### src/rtl/spi_master_arbiter.sv
// Two-requester round-robin arbiter in front of a single SPI master driver.
// Ports: sys_clk/rst (sync, active-low); req/req_mosi_data0/1 in, req_ack out;
//   resp_valid/resp_err/resp_data out; busy out;
//   drv_comm_start/drv_mosi_data out, drv_bus_ready/drv_miso_new_data/drv_miso_data in.
module spi_master_arbiter #(
  parameter int NUM_DATA_BITS = 16,
  parameter int START_TIMEOUT = 8
) (
  input  logic                     sys_clk,
  input  logic                     rst,
  input  logic [1:0]               req,
  input  logic [NUM_DATA_BITS-1:0] req_mosi_data0,
  input  logic [NUM_DATA_BITS-1:0] req_mosi_data1,
  output logic [1:0]               req_ack,
  output logic [1:0]               resp_valid,
  output logic                     resp_err,
  output logic [NUM_DATA_BITS-1:0] resp_data,
  output logic                     busy,
  output logic                     drv_comm_start,
  output logic [NUM_DATA_BITS-1:0] drv_mosi_data,
  input  logic                     drv_bus_ready,
  input  logic                     drv_miso_new_data,
  input  logic [NUM_DATA_BITS-1:0] drv_miso_data
);

  localparam int CW = $clog2(START_TIMEOUT + 1);

  typedef enum logic [2:0] {
    IDLE,
    START,
    WAIT_BUSY,
    WAIT_DONE,
    RESP
  } state_t;

  state_t                   state;
  state_t                   next;
  logic                     sel;
  logic                     owner;
  logic                     last_owner;
  logic [CW-1:0]            cnt;
  logic                     tmo;
  logic                     err_q;
  logic [NUM_DATA_BITS-1:0] data_q;
  logic [NUM_DATA_BITS-1:0] mosi_q;

  // On a tie the requester that was not served last wins.
  assign sel = (&req) ? ~last_owner : req[1];
  assign tmo = (cnt == CW'(START_TIMEOUT - 1));

  always_ff @(posedge sys_clk) begin
    if (!rst) begin
      state <= IDLE;
    end else begin
      state <= next;
    end
  end

  always_comb begin
    next = state;
    unique case (state)
      IDLE: begin
        if (|req && drv_bus_ready) next = START;
      end
      START: next = WAIT_BUSY;
      WAIT_BUSY: begin
        if (!drv_bus_ready) next = WAIT_DONE;
        else if (tmo)       next = RESP;
      end
      WAIT_DONE: begin
        if (drv_bus_ready) next = RESP;
      end
      RESP:    next = IDLE;
      default: next = IDLE;
    endcase
  end

  always_ff @(posedge sys_clk) begin
    if (!rst) begin
      owner      <= 1'b0;
      last_owner <= 1'b1;
      cnt        <= '0;
      err_q      <= 1'b0;
      data_q     <= '0;
      mosi_q     <= '0;
    end else begin
      if (state == IDLE && next == START) begin
        owner  <= sel;
        mosi_q <= sel ? req_mosi_data1 : req_mosi_data0;
        err_q  <= 1'b0;
        data_q <= '0;
      end
      if (state == START) cnt <= '0;
      if (state == WAIT_BUSY) begin
        cnt <= cnt + CW'(1);
        if (drv_bus_ready && tmo) begin
          err_q  <= 1'b1;
          data_q <= '0;
        end
      end
      // Capture happens even on the completing cycle.
      if (state == WAIT_DONE && drv_miso_new_data) data_q <= drv_miso_data;
      if (next == RESP && state != RESP) last_owner <= owner;
    end
  end

  // Ack is combinational so the request sees it on the granting edge.
  always_comb begin
    req_ack        = '0;
    resp_valid     = '0;
    resp_err       = 1'b0;
    resp_data      = '0;
    drv_comm_start = 1'b0;
    busy           = (state != IDLE);
    unique case (state)
      IDLE: begin
        if (rst && next == START) req_ack[sel] = 1'b1;
      end
      START: drv_comm_start = 1'b1;
      RESP: begin
        resp_valid[owner] = 1'b1;
        resp_err          = err_q;
        resp_data         = data_q;
      end
      default: ;
    endcase
  end

  assign drv_mosi_data = mosi_q;

endmodule

### config.mk
export PLATFORM = sky130hd
export DESIGN_NAME = spi_master_arbiter
export DESIGN_NICKNAME = d
export VERILOG_FILES = /design/src/rtl/spi_master_arbiter.sv
export SDC_FILE = /design/constraint.sdc
export NUM_CORES = 1
export LEC_CHECK = 0
export BUFFER_PORTS_ARGS = -buffer_cell sky130_fd_sc_hd__buf_2
export CAP_MARGIN = 20
export CORE_MARGIN = 2
export CORE_UTILIZATION = 35
export CTS_CLUSTER_DIAMETER = 100
export DETAILED_ROUTE_END_ITERATION = 8
export PLACE_DENSITY = 0.73
export SYNTH_ARGS = -nofsm -noshare
export SYNTH_HDL_FRONTEND = slang
export SYNTH_SLANG_ARGS = --single-unit
### constraint.sdc
create_clock -name sys_clk -period 1.69 [get_ports sys_clk]
set_input_delay 0.2535 -clock sys_clk [delete_from_list [all_inputs] [get_ports sys_clk]]
set_output_delay 0.2535 -clock sys_clk [all_outputs]
set_load 0.005 [all_outputs]
==> results of run 1 <==
placed cells by master (no fill, tap or decap), types with 2 or more instances in the layout:
cell type	instances
clkbuf_8	6
nand3_1	20
dfxtp_4	2
a21oi_1	22
buf_2	78
and2_4	15
o2bb2ai_1	15
buf_4	17
nand2_1	36
inv_1	2
nor2_1	2
and2_1	4
nand4b_1	3
buf_6	21
nand2b_1	2
nor3b_1	2
o21a_1	4
dfxtp_1	39
a311oi_1	16
inv_2	2
through the flow:
stage          setup WS [ps]  power [mW]  cells  utilization, %
2_1_floorplan          132.8       1.311    228               -
3_3_place_gp           156.1       1.472    389           46.54
3_5_place_dp           101.9       1.477    389           46.54
4_1_cts               -2.878       2.156    399           48.85
5_1_grt               -68.89       2.259    405           52.44
6_report              -33.44       2.148    405           52.44
sequential cells by signal (all words and copies together), names as in the netlist:
name	cells
last_owner	1
data_q	16
err_q	1
cnt	4
drv_mosi_data	16
state	3
owner	1
per-layer routing:
layer	part of all wire, %	up-vias
met4	1.2	0
met5	0	-
met1	43	959
li1	-	1040
met3	7.2	6
met2	48	78
power by group through the flow:
stage	registers [mW]	clock network, mW	logic, mW
2_1_floorplan	1.09	0	0.223
3_3_place_gp	1.09	0	0.381
3_5_place_dp	1.09	0	0.385
4_1_cts	1.07	0.683	0.404
5_1_grt	1.08	0.735	0.448
6_report	1.07	0.669	0.408
path summary, 6_finish.rpt:
check / from / to / slack, ps / depth (start not counted)
max: state[1]$_SDFF_PN0_ / resp_data[7] / -30 / 6
min: drv_miso_data[10] / data_q[10]$_SDFF_PN0_ / 150 / 2
max reg2reg: state[1]$_SDFF_PN0_ / data_q[3]$_SDFF_PN0_ / 110 / 5
min reg2reg: data_q[10]$_SDFF_PN0_ / data_q[10]$_SDFF_PN0_ / 470 / 2
repair_timing:
item	4_1_cts	5_1_grt
pin swaps	1	16
gates cloned	0	4
gates resized for setup	8	41
setup buffers	2	3
setup endpoints to repair	22	21
critical path, cell delays in order, from the launching register on:
cell     delay, ps
dfxtp_2        330
buf_6          130
nor3b_4        230
buf_6          140
buf_6          110
and2_4         140
buf_6           90
cell families after synthesis:
kind of cell             synth area share (%)
AND/OR/NAND/NOR                         24.86
AO/OA/AOI/OAI                           25.79
flip-flops                              41.77
buffers and inverters                   6.215
multiplexers                           0.7456
adder cells (fa/ha/maj)                0.6214
area by class of cell:
type / instances / area, um2 / area share (%)
Multi-Input combinational cell: 163 / 1105 / 38.03
Tap cell: 72 / 90.09 / 3.101
Clock inverter: 1 / 5.005 / 0.1723
Clock buffer: 7 / 86.33 / 2.972
Sequential cell: 42 / 849.6 / 29.24
Inverter: 4 / 15.01 / 0.5168
Timing Repair Buffer: 116 / 754.5 / 25.97
==> impl_metrics.csv, run 1 <==
group,metric,value,unit
logic_synthesis,yosysWarnings,0,
layout,drive_gt1_share,46.55,%
pwr,powerDensity,739.3,nW/um2
logic_synthesis,synth-seq-cells,42,
routing,drt-total-wl,5694,um
grt,grtUsageMet2,28.57,%
routing,drt_iter0_drc,138,
clock_tree,htree_levels,2,
layout,fill_cells,542,
grt,grt_max_degree,22,
placed_design,post_dp_cell_area,2579,um2
worst_setup_path,setup.worst_path.start_class,"register",
logic_synthesis,synth_most_common_cell,"dfxtp_1",
clock_tree,path_clk_slew,80,ps
floorplanning,die-width,79.84,um
logic_synthesis,syn-num-nets,283,
routing,drtPass1Iterations,5,
timing,finalSetupViolCount,18,
timing,skew,5.470,ps
clock_tree,hold_buffers,0,
grt,groute.layer.met1.usage,21.17,%
min_path,hold_path_class,"in -> reg",
worst_setup_path,arrival,1470,ps
placed_design,dp_hpwl,3790,um
worst_setup_path,path_class,"reg -> out",
pwr,leakage,1.276,nW
layout,stdcell_area,2905,um2
routing,vias,2083,
pwr,swShare,27.32,%
floorplanning,initial_core_util,36.34,%
grt,use_met3,5.543,%
clock_tree,cts_root_buffer,"clkbuf_8",
timing,post-route-period-util,102.0,%
pwr,peakVddDrop,0.3598,mV
timing,fin_ws,-33.44,ps
logic_synthesis,synth_common_cells,"dfxtp_1 (42), nand2_1 (36), a21oi_1 (22), nand3_1 (20), and2_1 (19)",
outcome,run_status,"complete, but fails checks",
clock_tree,cts_num_sinks,42,
routing,routed_via_density,5.143,
logic_synthesis,yosys_most_used_dff,"dfxtp_1",
floorplanning,die-area,6374,um2
floorplanning,die_height,79.84,um
floorplanning,rows,27,
timing,holdWs,149.1,ps
clock_tree,cts_buffers,5,
clock_tree,cts.path.max_buffers,2,
logic_synthesis,avgSynthCellArea,8.830,um2
logic_synthesis,ys_async_sr_fraction,0,%
worst_setup_path,crit_required,1440,ps
layout,diodes,0,
pwr,seqPwrFrac,49.8,%
grt,grt_overflow,0,
placed_design,gp_congestion,0.7670,
worst_setup_path,cp-end-kind,"output pin",
layout,nNetsFinal,387,
pwr,combPwrFrac,19.0,%
logic_synthesis,syn_inst,228,
timing,period_needed,1723,ps
logic_synthesis,ys_seq_area_share,41.77,%
logic_synthesis,yosys.area.top_type,"dfxtp_1",
timing,slew_viol_final,0,
routing,ant_nets,0,
pwr,p_clk_share,31.1,%
grt,grt_pass1_vias,1920,
placed_design,io_buffers,92,
timing,slew_headroom,71.98,%
outcome,failed_checks,"setup timing",
routing,wl_per_cell,14.06,um
clock_tree,cts_tree,"built",
timing,grt_setup_unrepaired,"yes",
floorplanning,ios,93,
grt,busiest_layer,"met2",
logic_synthesis,ys_types,39,
logic_synthesis,synthTopCellsByArea,"dfxtp_1 (42%), a311oi_1 (7.0%), nand2_1 (6.7%)",
grt,track_usage,17.20,%
worst_setup_path,cp_max_fo,5,
grt,grt_antenna_before_repair,0,
grt,grt_pass1_wl,8756,um
pwr,p_sw,0.5868,mW
timing,tns,-287.2,ps
floorplanning,core_area,5540,um2
logic_synthesis,synth_top_area_share,41.77,%
pwr,cellInternalPower,1.561,mW
logic_synthesis,syn_area,2013,um2
timing,worstMarginPinSlew,419.4,ps
routing,post-route-drc-count,0,
layout,syn2layout_area_growth,44.31,%
timing,hold_viol,0,
job,drv_cap,0,
timing,fmax,580.2,MHz
logic_synthesis,synth-edff-count,0,
clock_tree,clk_latency,300,ps
(Power assumes the default switching activity.)
==> run 2, diff against run 1 <==
Settings changed: CORE_MARGIN 2 to not set.
==> run 2 against run 1 <==
The flow still finishes with violations (setup timing). Wire length is 6.6% lower. Critical path depth is 1 lower. Hold slack better by 11 ps. Sequential share of layout area grew 1.5 points. Design area shrank 5.2%. Flip-flop and latch count stayed put. Worst setup slack improved by 26 ps. Clock skew barely moved.
==> impl_metrics.csv, run 2 (synthesis results as in run 1) <==
group,metric,value,unit
worst_setup_path,arrival,1440,ps
worst_setup_path,reg2reg_slack,130,ps
floorplanning,rows,27,
grt,grt_max_degree,21,
routing,drtPass1Iterations,4,
grt,grt_antenna_before_repair,0,
min_path,hold_path_class,"in -> reg",
routing,vias,2052,
floorplanning,ios,93,
timing,finalSetupViolCount,2,
worst_setup_path,worstSetupPathDepth,5,
clock_tree,path_clk_slew,80,ps
worst_setup_path,path_class,"reg -> out",
timing,slew_viol_final,0,
layout,most-common-layout-cells,"buf_2 (92), dfxtp_1 (39), nand2_1 (36)",
worst_setup_path,crit_buf_inv,3,
pwr,powerDensity,776.0,nW/um2
worst_setup_path,cp_top_family,"buffers and inverters",
floorplanning,die-width,77.84,um
timing,worstMarginPinSlew,716.7,ps
floorplanning,die-area,6059,um2
worst_setup_path,critPathLaunch,"state[1]$_SDFF_PN0_",
clock_tree,hold_buffers,0,
worst_setup_path,crit_chain,"buf_6 > nor3b_4 > buf_4 > and2_1 > buf_2",
timing,slew_headroom,51.90,%
clock_tree,htree_levels,2,
outcome,run_status,"complete, but fails checks",
clock_tree,cts.path.max_buffers,2,
pwr,power,2.138,mW
worst_setup_path,setup.worst_path.start_class,"register",
worst_setup_path,rr_worst_depth,5,
pwr,p_sw,0.5767,mW
worst_setup_path,crit_required,1440,ps
clock_tree,cts_tree,"built",
pwr,combPwrFrac,19.1,%
layout,stdcell_area,2755,um2
grt,grt_pass1_vias,1892,
clock_tree,cts_root_buffer,"clkbuf_8",
layout,final_common_cell,"buf_2",
worst_setup_path,r2r-end,"data_q[12]$_SDFF_PN0_",
timing,skew,5.754,ps
routing,drt-total-wl,5319,um
pwr,leakage,1.234,nW
layout,fill_cells,553,
worst_setup_path,r2r_start,"state[1]$_SDFF_PN0_",
placed_design,io_buffers,92,
routing,routed_via_density,5.104,
timing,grt_setup_unrepaired,"yes",
placed_design,gp_congestion,0.7636,
layout,nNetsFinal,384,
layout,syn2layout_area_growth,36.86,%
timing,post-route-period-util,100.4,%
layout,diodes,0,
pwr,p_clk_share,30.8,%
pwr,peakVddDrop,0.3542,mV
routing,wl_per_cell,13.23,um
timing,fmax,589.1,MHz
worst_setup_path,cp-endpoint,"resp_data[10]",
pwr,cellInternalPower,1.561,mW
layout,drive_gt1_share,41.52,%
floorplanning,initial_core_util,36.34,%
routing,post-route-drc-count,0,
outcome,failed_checks,"setup timing",
routing,drt_iter0_drc,118,
grt,track_usage,18.30,%
job,drv_cap,0,
timing,fin_ws,-7.591,ps
worst_setup_path,cp_max_fo,7,
grt,grt_pass1_wl,8790,um
placed_design,dp_hpwl,3815,um
clock_tree,clk_latency,290,ps
placed_design,post_dp_cell_area,2591,um2
clock_tree,cts_buffers,5,
clock_tree,cts_num_sinks,42,
floorplanning,die_height,77.84,um
floorplanning,core_area,5540,um2
timing,hold_viol,0,
pwr,seqPwrFrac,50.0,%
pwr,swShare,26.97,%
timing,period_needed,1698,ps
grt,grt_overflow,0,
routing,ant_nets,0,
worst_setup_path,crit_path_top_delay_cell,"dfxtp_2",
worst_setup_path,cp-end-kind,"output pin",
worst_setup_path,cp_slowest_stage_delay,320,ps
[run 2: worst min path at each step]
stage | slack [ps] | cells after the start | endpoint | start
after global routing | 160 | 2 | data_q[13]$_SDFF_PN0_ | drv_miso_data[13]
after global placement | 450 | 2 | data_q[8]$_SDFF_PN0_ | drv_miso_data[8]
after detailed placement | 460 | 2 | data_q[11]$_SDFF_PN0_ | data_q[11]$_SDFF_PN0_
after floorplan | 370 | 1 | data_q[15]$_SDFF_PN0_ | drv_miso_data[15]
after CTS | 150 | 2 | data_q[14]$_SDFF_PN0_ | drv_miso_data[14]
final | 160 | 2 | data_q[14]$_SDFF_PN0_ | drv_miso_data[14]
[run 2: per-layer routing]
metal	track usage [%]	up-vias	part of all wire, %
met5	0	-	0
met4	6.604	0	1.0
met3	3.765	5	5.2
met2	31.50	60	48
met1	22.37	954	46
li1	-	1033	-
[run 2: what timing repair did]
action                     4_1_cts  5_1_grt
pin swaps                        0        0
cloned                           1        0
setup endpoints to repair       22       21
buffers inserted                 2        2
gates resized for setup          7        5
[run 2: power groups by stage]
stage | Sequential [mW] | Combinational [mW] | Clock [mW]
floorplan | 1.09 | 0.223 | 0
global placement | 1.09 | 0.382 | 0
detailed placement | 1.09 | 0.387 | 0
CTS | 1.07 | 0.402 | 0.682
global route | 1.08 | 0.451 | 0.718
finish | 1.07 | 0.409 | 0.659
[run 2: cell type report]
class | instances | area (um2) | area share, %
flip-flops and latches | 42 | 847.1 | 30.74
multi-input cells | 163 | 1074 | 38.96
clock buffers | 7 | 86.33 | 3.134
well taps | 72 | 90.09 | 3.270
repair buffers | 113 | 638.1 | 23.16
clock inverters | 1 | 5.005 | 0.1817
inverters | 4 | 15.01 | 0.5450
[run 2: per-stage QoR]
step                cells  worst slack (ps)  TNS (ps)  hold WS, ps  util (%)
detailed placement    389             105.3         0        459.8     46.77
floorplan             228             132.8         0        369.5         -
finish                402            -7.591    -8.186        159.6     49.73
global placement      389             161.9         0        454.1     46.77
global route          402            -66.51    -637.7        159.9     49.73
CTS                   400            -4.742    -6.724        153.5     49.16
